<file path="src/rtl/usb_pkg.sv">
// Shared USB definitions: PID codes, transaction status and sequencer states.
package usb_pkg;

   localparam logic [3:0] PID_IN    = 4'b1001;
   localparam logic [3:0] PID_DATA0 = 4'b0011;
   localparam logic [3:0] PID_DATA1 = 4'b1011;
   localparam logic [3:0] PID_ACK   = 4'b0010;
   localparam logic [3:0] PID_NAK   = 4'b1010;
   localparam logic [3:0] PID_STALL = 4'b1110;

   typedef enum logic [1:0] {
      TXN_OK           = 2'b00,
      TXN_FAIL_TIMEOUT = 2'b01,
      TXN_FAIL_CORRUPT = 2'b10,
      TXN_FAIL_NAK     = 2'b11
   } txn_status_t;

   typedef enum logic [2:0] {
      S_IDLE       = 3'd0,
      S_SEND_TOKEN = 3'd1,
      S_WAIT_RESP  = 3'd2,
      S_SEND_HS    = 3'd3,
      S_RETRY      = 3'd4,
      S_DONE       = 3'd5
   } txn_state_t;

endpackage

</file>
<file path="src/rtl/txn_timer.sv">
// Clear/enable saturating up-counter with a terminal-count flag.
module txn_timer #(
   parameter int W      = 8,
   parameter int TC_VAL = 254
) (
   input  logic clk,
   input  logic rst,
   input  logic clr,
   input  logic en,
   output logic tc
);

   logic [W-1:0] count;

   // Count while enabled, hold at all-ones, clear has priority over enable.
   always_ff @(posedge clk or posedge rst) begin
      if (rst) begin
         count <= '0;
      end else if (clr) begin
         count <= '0;
      end else if (en && (count != {W{1'b1}})) begin
         count <= count + 1'b1;
      end
   end

   assign tc = (count == W'(TC_VAL));

endmodule

</file>
<file path="src/rtl/usb_in_txn_ctrl.sv">
// Host-side USB IN transaction sequencer: token, response wait, handshake,
// retry budget and final status.
module usb_in_txn_ctrl
   import usb_pkg::*;
#(
   parameter int TIMEOUT_CYC  = 255,
   parameter int MAX_ATTEMPTS = 8,
   parameter int DATA_W       = 64
) (
   input  logic              clk,
   input  logic              rst,
   input  logic              start,
   input  logic [6:0]        addr,
   input  logic [3:0]        endp,
   output logic              enc_req,
   output logic [3:0]        enc_pid,
   output logic [6:0]        enc_addr,
   output logic [3:0]        enc_endp,
   input  logic              enc_ack,
   input  logic              dec_avail,
   input  logic [3:0]        dec_pid,
   input  logic              dec_pid_ok,
   input  logic              dec_crc_ok,
   input  logic [DATA_W-1:0] dec_data,
   output logic              busy,
   output logic              done,
   output logic [1:0]        status,
   output logic [DATA_W-1:0] data_out
);

   localparam int TMR_W = (TIMEOUT_CYC > 1) ? $clog2(TIMEOUT_CYC) : 1;
   localparam int ATT_W = $clog2(MAX_ATTEMPTS + 1);

   txn_state_t        state, state_nxt;
   txn_status_t       cause, status_q;
   logic [ATT_W-1:0]  attempts;
   logic              hs_ack;
   logic [6:0]        addr_q;
   logic [3:0]        endp_q;
   logic [DATA_W-1:0] data_q;
   logic              tmr_tc;
   logic              dec_clean;
   logic              dec_is_data;
   logic              last_attempt;

   assign dec_clean    = dec_pid_ok & dec_crc_ok;
   assign dec_is_data  = (dec_pid == PID_DATA0) || (dec_pid == PID_DATA1);
   assign last_attempt = (attempts == ATT_W'(MAX_ATTEMPTS));

   // Response timer restarts on every entry to WAIT_RESP (the token ack).
   txn_timer #(
      .W      (TMR_W),
      .TC_VAL (TIMEOUT_CYC - 1)
   ) u_timer (
      .clk (clk),
      .rst (rst),
      .clr ((state == S_SEND_TOKEN) && enc_ack),
      .en  (state == S_WAIT_RESP),
      .tc  (tmr_tc)
   );

   // State register.
   always_ff @(posedge clk or posedge rst) begin
      if (rst) begin
         state <= S_IDLE;
      end else begin
         state <= state_nxt;
      end
   end

   // Next-state and state-decoded encoder/handshake outputs.
   always_comb begin
      state_nxt = state;
      enc_req   = 1'b0;
      enc_pid   = 4'b0000;
      done      = 1'b0;
      busy      = (state != S_IDLE);
      case (state)
         S_IDLE: begin
            if (start) state_nxt = S_SEND_TOKEN;
         end
         S_SEND_TOKEN: begin
            enc_req = 1'b1;
            enc_pid = PID_IN;
            if (enc_ack) state_nxt = S_WAIT_RESP;
         end
         S_WAIT_RESP: begin
            // A packet arriving in the timeout cycle takes precedence.
            if (dec_avail) begin
               if (!dec_clean || dec_is_data) state_nxt = S_SEND_HS;
               else                           state_nxt = S_RETRY;
            end else if (tmr_tc) begin
               state_nxt = S_RETRY;
            end
         end
         S_SEND_HS: begin
            enc_req = 1'b1;
            enc_pid = hs_ack ? PID_ACK : PID_NAK;
            if (enc_ack) state_nxt = hs_ack ? S_DONE : S_RETRY;
         end
         S_RETRY: begin
            state_nxt = last_attempt ? S_DONE : S_SEND_TOKEN;
         end
         S_DONE: begin
            done      = 1'b1;
            state_nxt = S_IDLE;
         end
         default: state_nxt = S_IDLE;
      endcase
   end

   // Latched request fields, attempt budget, response outcome and result.
   always_ff @(posedge clk or posedge rst) begin
      if (rst) begin
         addr_q   <= '0;
         endp_q   <= '0;
         attempts <= '0;
         cause    <= TXN_OK;
         hs_ack   <= 1'b0;
         status_q <= TXN_OK;
         data_q   <= '0;
      end else begin
         case (state)
            S_IDLE: begin
               if (start) begin
                  addr_q   <= addr;
                  endp_q   <= endp;
                  attempts <= ATT_W'(1);
                  status_q <= TXN_OK;
               end
            end
            S_WAIT_RESP: begin
               if (dec_avail) begin
                  if (dec_clean && dec_is_data) begin
                     data_q <= dec_data;
                     cause  <= TXN_OK;
                     hs_ack <= 1'b1;
                  end else if (!dec_clean) begin
                     cause  <= TXN_FAIL_CORRUPT;
                     hs_ack <= 1'b0;
                  end else if (dec_pid == PID_NAK) begin
                     cause  <= TXN_FAIL_NAK;
                  end else begin
                     cause  <= TXN_FAIL_CORRUPT;
                  end
               end else if (tmr_tc) begin
                  cause <= TXN_FAIL_TIMEOUT;
               end
            end
            S_SEND_HS: begin
               if (enc_ack && hs_ack) status_q <= TXN_OK;
            end
            S_RETRY: begin
               if (last_attempt) status_q <= cause;
               else              attempts <= attempts + 1'b1;
            end
            default: ;
         endcase
      end
   end

   assign enc_addr = addr_q;
   assign enc_endp = endp_q;
   assign status   = status_q;
   assign data_out = data_q;

endmodule

</file>
<file path="config.mk">
export PLATFORM = sky130hd
export DESIGN_NAME = usb_in_txn_ctrl
export DESIGN_NICKNAME = d
export VERILOG_FILES = /design/src/rtl/usb_pkg.sv /design/src/rtl/txn_timer.sv /design/src/rtl/usb_in_txn_ctrl.sv
export SDC_FILE = /design/constraint.sdc
export NUM_CORES = 1
export LEC_CHECK = 0
export CORE_ASPECT_RATIO = 1.4
export CORE_UTILIZATION = 33
export DETAILED_ROUTE_END_ITERATION = 8
export GPL_TIMING_DRIVEN = 0
export PLACE_DENSITY = 0.65
export SLEW_MARGIN = 25
export SYNTH_ARGS = -nofsm -noshare
export SYNTH_HDL_FRONTEND = slang
export SYNTH_SLANG_ARGS = --single-unit
</file>
<file path="constraint.sdc">
create_clock -name clk -period 3.7 [get_ports clk]
set_input_delay 0.555 -clock clk [delete_from_list [all_inputs] [get_ports clk]]
set_output_delay 0.555 -clock clk [all_outputs]
set_load 0.05 [all_outputs]
</file>
### After elaboration in Yosys (flattened, before gate mapping)

Index checks and enable logic that the tools add are counted.

| storage, ports and cells | value |
|---|---|
| ROM bits | 0 |
| memory bits (writable) | 0 |
| bits in latches | 0 |
| memories kept | 0 |
| output and inout bits | 84 |
| flip-flop bits (word level) | 95 |
| input bits | 86 |

| operators by class | value |
|---|---|
| bitwise logic cells | 1 |
| divide/modulo/power cells | 0 |
| magnitude comparators | 0 |
| shift operators | 0 |
| eq/ne operators | 19 |
| $add $sub $neg | 2 |
| mux-type cells | 29 |
| reduce and logical (&&, ||, !) cells | 21 |
| $mul | 0 |

Operators with widths:

| cell | number |
|---|---|
| $mux 3 | 7 |
| $mux 8 | 2 |
| $pmux 4 s2 | 2 |
| $pmux 3 s5 | 1 |
| $eq 4x4->1 const B | 3 |
| $mux 2 | 6 |
| $mux 4 | 3 |
| $ne 2x2->1 const B | 6 |
| $reduce_and 3->1 | 3 |
| $add 8x1->8 const B | 1 |
| $eq 8x8->1 const B | 1 |
| $ne 8x8->1 const B | 1 |
| $reduce_and 4->1 | 2 |
| $mux 1 | 7 |
| $eq 3x2->1 const B | 2 |
| $eq 3x3->1 const B | 2 |
| $pmux 2 s3 | 1 |
| $reduce_bool 2->1 | 3 |
| $reduce_bool 3->1 | 2 |
| $add 4x1->4 const B | 1 |
| $eq 4x2->1 const B | 1 |
| $logic_and 1x1->1 | 4 |
| $reduce_and 2->1 | 2 |
| $eq 3x1->1 const B | 1 |
| 7 further kinds | 8 |

### Longest topological paths before layout

| depth | value |
|---|---|
| depth in word-level cells | 6 |
| mapped depth | 6 |
| gate-level depth less buffers | 6 |

### By module

A second synthesis with hierarchy kept.

| unflattened totals | value |
|---|---|
| cell total of the unflattened synthesis | 304 |
| area, all modules | 4267.8 µm² |

By module, submodules not included:

| module | seq. area each (µm²) | cells each | area each (µm²) | instances |
|---|---|---|---|---|
| usb_in_txn_ctrl | 2177.1 | 249 | 3743.6 | 1 |
| txn_timer | 200.2 | 55 | 524.3 | 1 |

### Least setup slack after synthesis

OpenSTA, ideal clock, no wires.

| timing path | value |
|---|---|
| path type | register -> register |
| start | register state[1] |
| end | register u_timer.count[4] |
| slack | 1.262 ns |
| stages on the path, launching flop included | 6 |
| data arrival time | 2.308 ns |
| clock period less this slack | 2.438 ns |
| data required time | 3.571 ns |
| library setup time | 0.129 ns |
| cells stage by stage | dfrtp_1 > clkbuf_1 > nor3b_1 > nand2_1 > o211ai_1 > o31ai_1 |

| on the way | value |
|---|---|
| word-level cells in the longest chain between the ends | 3 |
| elaborated cells between the ends (all ways) | 6 |
| those cells by class | eq/ne: 2; mux: 1; reduce/logical: 3 |

Ends and longest elaborated chain:

| item | RTL line | source |
|---|---|---|
| start, declared | usb_in_txn_ctrl.sv:34 | `txn_state_t state, state_nxt;` |
| start signal, assigned | usb_in_txn_ctrl.sv:67 | `state <= state_nxt;` |
| $eq 3x1->1 / $eq 3x2->1 (equally long branches) | usb_in_txn_ctrl.sv:57, usb_in_txn_ctrl.sv:58 |  |
| $logic_and 1x1->1 (on tied branches) | usb_in_txn_ctrl.sv:57, txn_timer.sv:21 |  |
| $mux 8 / $reduce_bool 2->1 (equally long branches) | n/a |  |
| end signal, assigned | txn_timer.sv:22 | `count <= count + 1'b1;` |
| end, declared | txn_timer.sv:13 | `logic [W-1:0] count;` |

Parallel ways exist; a longest one is shown, timed or not.
A chain may end at the register's enable or synchronous reset.

### Final worst setup path

| timing path | value |
|---|---|
| start | register state[2] |
| end | output done |

| on the way | value |
|---|---|
| word-level cells in the longest chain between the ends | 2 |

Ends and longest elaborated chain:

| item | RTL line | source |
|---|---|---|
| $eq 3x3->1 | usb_in_txn_ctrl.sv:78 | `case (state)` |
| $mux 1 | usb_in_txn_ctrl.sv:78 |  |
| end, declared | usb_in_txn_ctrl.sv:26 | `output logic done,` |

Every way passes these cells.

==> results_tabular.tex <==
\begin{tabular}{lr}
\hline
Metric & Value \\
\hline
\multicolumn{2}{l}{\textbf{Run status}} \\
Outcome & completed \\
\multicolumn{2}{l}{\textbf{Worst setup path}} \\
Depth of the critical timing path with buffers and inverters included & 4 \\
Required @ worst endpoint & 3.14 ns \\
Buffers plus inverters on the worst setup path & 2 \\
Depth of the worst register-to-register path & 5 \\
Critical Path Source & state[2]\$\_DFFE\_PP0P\_ \\
Max Fanout on Critical Path & 10 \\
Signal arrival time at the worst endpoint & 2.19 ns \\
Worst path max stage delay & slightly above 0.8 ns \\
Cell-by-cell listing of the critical path & clkbuf\_1, nand2\_1, nor2\_1, clkdlybuf4s50\_1 \\
Master of the slowest instance on the critical path & sky130\_fd\_sc\_hd\_\_clkdlybuf4s50\_1 \\
Critical path class & flop to output port \\
Critical path endpoint category & output port \\
Kind of start point of the critical path & flop \\
Register-to-register path setup slack & 1.74 ns \\
Critical path capture point & done \\
Origin of the critical flop-to-flop path & state[2]\$\_DFFE\_PP0P\_ \\
Family with the most delay on the worst path & buffers and inverters \\
Capture point of the worst reg-to-reg path & data\_out[58]\$\_DFFE\_PP0P\_ \\
\multicolumn{2}{l}{\textbf{Global routing}} \\
GRT met3 Usage & under 10\% \\
Global-route congestion overflow total & 0 \\
Vias in the first global route & 3212 \\
Busiest metal layer after global routing & met2 \\
Global Route Usage Sum & 16.5\% \\
Routing usage on met1 & 17.6\% \\
Global routing usage on met2 & 29.5\% \\
Wire length of the first global-routing pass & 15800 um \\
Largest net degree at the start of global routing & 72 \\
Antenna violations before repair & 0 \\
\multicolumn{2}{l}{\textbf{Worst hold path}} \\
Type of the worst min-delay path & flop to flop \\
\multicolumn{2}{l}{\textbf{Final layout}} \\
Layout fillers & 1031 \\
Number of diodes & 0 \\
Layout overhead on the synthesized area & 55.7\% \\
Share of post-route cells with drive strength above 1 & 22.6\% \\
Number of nets in the layout & 559 \\
Non-filler cells in the finished layout & 618 \\
Cell area after layout & 6160 sq um \\
\multicolumn{2}{l}{\textbf{Timing}} \\
Final hold violation count & 0 \\
Worst slew pin tran & 0.624 ns \\
Time the final worst path needs with I/O delays and setup & $\sim$2.7 ns \\
Worst slew slack as a fraction of its limit & 58.0\% \\
Unrepaired setup endpoints after global routing & no \\
Top achievable clock speed & 0.365 GHz \\
Final Max Slew Viols & 0 \\
Worst clock skew on the final layout & around 0.008 ns \\
Post-route fraction of the period consumed by the critical path & 74.1\% \\
Final setup violation count & 0 \\
Setup TNS Final & 0 ns \\
\multicolumn{2}{l}{\textbf{Synth}} \\
Most used flip-flop cell after synthesis & sky130\_fd\_sc\_hd\_\_dfrtp\_1 \\
Syn nets & 379 \\
Async set-reset flop share out of synthesis & 100\% \\
Synthesis Warnings & 0 \\
Cells after synthesis & 289 \\
Synth unique cells & 43 \\
Post-Synthesis Mean Instance Area & roughly 14 sq um \\
Number of enable-type register cells in the synthesized netlist & 0 \\
Flops \& latches, synth & 95 \\
Part of the Yosys area used for sequential elements & between 60\% and 70\% \\
Combined area of all synthesized cells & 3960 sq um \\
\multicolumn{2}{l}{\textbf{Clocking}} \\
Number of buffers added by the clock tree synthesis step & 9 \\
Worst-case clock buffer depth & 2 \\
Clock transition at the registers of the reported paths & $\sim$0.070 ns \\
Depth of the CTS H-tree & 3 \\
Number of hold buffers added after cts & 0 \\
CTS tree & built \\
Clock insertion delay at the later pin of the skew report & around 0.34 ns \\
Cell at the root of the clock tree & sky130\_fd\_sc\_hd\_\_clkbuf\_16 \\
Number of clock sinks & 95 \\
Post-CTS Repair Setup Buffers & 0 \\
Cts repair resizes & 0 \\
\multicolumn{2}{l}{\textbf{Routing}} \\
Vias & 3002 \\
Antenna Violating Nets Remaining & 0 \\
Iteration-0 DRC Markers & 37 \\
Via-per-instance ratio & 4.86 \\
Routed length per instance & 16.0 um \\
Wirelength, routed & 9910 um \\
DRT Pass-1 Iters & 4 \\
Remaining design rule violation count & 0 \\
\multicolumn{2}{l}{\textbf{Die}} \\
Die X & 94.5 um \\
Number of placement rows & 46 \\
Die boundary height & roughly 130 um \\
Effective utilization at floorplan & 34.4\% \\
Die Footprint & 12400 sq um \\
Ports placed on the boundary & 170 \\
Core box area & 11500 sq um \\
\multicolumn{2}{l}{\textbf{Pwr}} \\
Power Density & 690 nW/um\^{}2 \\
Static leakage power & 2.80 nW \\
VDD IR-drop max & $\sim$0.00029 V \\
\multicolumn{2}{l}{\textbf{Flow run}} \\
Max\_cap viols & 0 \\
\multicolumn{2}{l}{\textbf{Place}} \\
Number of buffers added on ports & roughly 170 \\
Post-detailed-placement cell area & between 5000 and 6000 sq um \\
Cell count after placement & 602 \\
GP Congestion & 0.773 \\
Half-perimeter wire length after detailed placement & 7510 um \\
\hline
\end{tabular}
cell type report:
cell class | instances | area, sq um | area share, %
Inverter | 9 | 38.8 | 0.630
Clock inverter | 6 | 68.8 | 1.12
Multi-Input combinational cell | 173 | 1480 | 24.0
Tap cell | 144 | 180 | 2.93
Sequential cell | 95 | 2380 | 38.6
Timing Repair Buffer | 169 | 1710 | 27.8
Clock buffer | 10 | 239 | 3.88
Buffer | 12 | 66.3 | 1.08
cell usage after synthesis, types with 2 or more instances:
cell type / n / area [sq um]
sky130_fd_sc_hd__clkbuf_1: 2 / 7.51
sky130_fd_sc_hd__mux2_2: 75 / 845
sky130_fd_sc_hd__o31ai_1: 2 / 15.0
sky130_fd_sc_hd__nand3_1: 8 / 40.0
sky130_fd_sc_hd__o211ai_1: 2 / 15.0
sky130_fd_sc_hd__dfrtp_1: 95 / 2380
sky130_fd_sc_hd__o21ai_0: 8 / 40.0
sky130_fd_sc_hd__inv_1: 9 / 33.8
sky130_fd_sc_hd__a21oi_1: 7 / 35.0
sky130_fd_sc_hd__ha_1: 4 / 50.1
sky130_fd_sc_hd__nand2_1: 10 / 37.5
sky130_fd_sc_hd__o22ai_1: 2 / 12.5
sky130_fd_sc_hd__nand4_1: 5 / 31.3
sky130_fd_sc_hd__and3_1: 2 / 12.5
sky130_fd_sc_hd__xnor2_1: 2 / 17.5
sky130_fd_sc_hd__nand3b_1: 3 / 22.5
sky130_fd_sc_hd__a22o_1: 5 / 43.8
sky130_fd_sc_hd__nor2_1: 9 / 33.8
sky130_fd_sc_hd__a21o_1: 4 / 30.0
sky130_fd_sc_hd__nor3b_1: 3 / 22.5
sky130_fd_sc_hd__buf_2: 8 / 40.0
sky130_fd_sc_hd__a22oi_1: 2 / 15.0
sky130_fd_sc_hd__nor4_1: 2 / 12.5
kinds of logic (layout without fill, tap and decap cells):
| family | count (synthesis) | count (layout) | share of synthesized area (%) |
|---|---|---|---|
| multiplexers | 76 | 76 | 21.6 |
| AO/OA/AOI/OAI | 37 | 37 | 6.23 |
| adder cells (fa/ha/maj) | 4 | 4 | 1.27 |
| flip-flops | 95 | 95 | 60.1 |
| XOR/XNOR | 3 | 3 | 0.664 |
| AND/OR/NAND/NOR | 52 | 52 | 7.50 |
| other | 1 | 1 | 0.0948 |
| buffers and inverters | 21 | 206 | 2.53 |
cells in the final DEF (no fill, tap or decap), drive strengths merged, types with 2 or more instances in the layout:
master,netlist,final
buf,10,11
nor2,9,9
dfrtp,95,95
a22oi,2,2
and3,2,2
clkinv,0,3
nor4,2,2
nand3b,3,3
ha,4,4
clkbuf,2,12
inv,9,10
nand3,8,8
o31ai,2,2
nand2,10,10
o21ai,8,8
clkdlybuf4s50,0,168
a21o,4,4
a22o,5,5
xnor2,2,2
a21oi,7,7
o22ai,2,2
nand4,5,5
nor3b,3,3
mux2,75,75
o211ai,2,2
sequential cells by signal, indices dropped and copies added (netlist names):
signal and count:
cause 2, enc_endp 4, attempts 4, state 3, data_out 64, status 2, u_timer.count 8, hs_ack 1
enc_addr 7
worst min-delay path by stage:
| stage | startpoint | end | depth (start not counted) |
|---|---|---|---|
| finish | cause[1]$_DFFE_PP0P_ | cause[1]$_DFFE_PP0P_ | 1 |
| global route | data_out[33]$_DFFE_PP0P_ | data_out[33]$_DFFE_PP0P_ | 1 |
| CTS | data_out[62]$_DFFE_PP0P_ | data_out[62]$_DFFE_PP0P_ | 1 |
| floorplan | cause[1]$_DFFE_PP0P_ | cause[1]$_DFFE_PP0P_ | 1 |
| global placement | data_out[20]$_DFFE_PP0P_ | data_out[20]$_DFFE_PP0P_ | 1 |
| detailed placement | data_out[7]$_DFFE_PP0P_ | data_out[7]$_DFFE_PP0P_ | 1 |
metrics by stage:
step,power (W),utilization (%),hold WS [ns],setup slack [ns]
after floorplan,0.00265,-,0.450,0.668
after global placement,0.00329,50.5,0.486,-0.900
after detailed placement,0.00333,50.8,0.492,1.14
after CTS,0.00429,53.5,0.507,0.952
after global routing,0.00443,53.5,0.516,0.816
final,0.00425,53.5,0.501,0.960
power by group:
| group | total [W] | leakage (nW) | switching (W) | internal, W |
|---|---|---|---|---|
| sequential | 0.00143 | 1.28 | 0.000156 | 0.00127 |
| combinational | 0.00187 | 1.38 | 0.00116 | 0.000717 |
| clock | 0.000949 | 0.149 | 0.000403 | 0.000546 |
| total | 0.00425 | 2.80 | 0.00172 | 0.00254 |
layer usage:
layer | share of wire, % | up-vias | wire [um]
met5 | 0 | - | 0
met4 | 1.6 | 0 | 160
met3 | 7.1 | 12 | 708
met2 | 54 | 109 | 5330
met1 | 37 | 1484 | 3710
li1 | - | 1397 | -
Note: power is estimated with default switching activity, not from simulation.
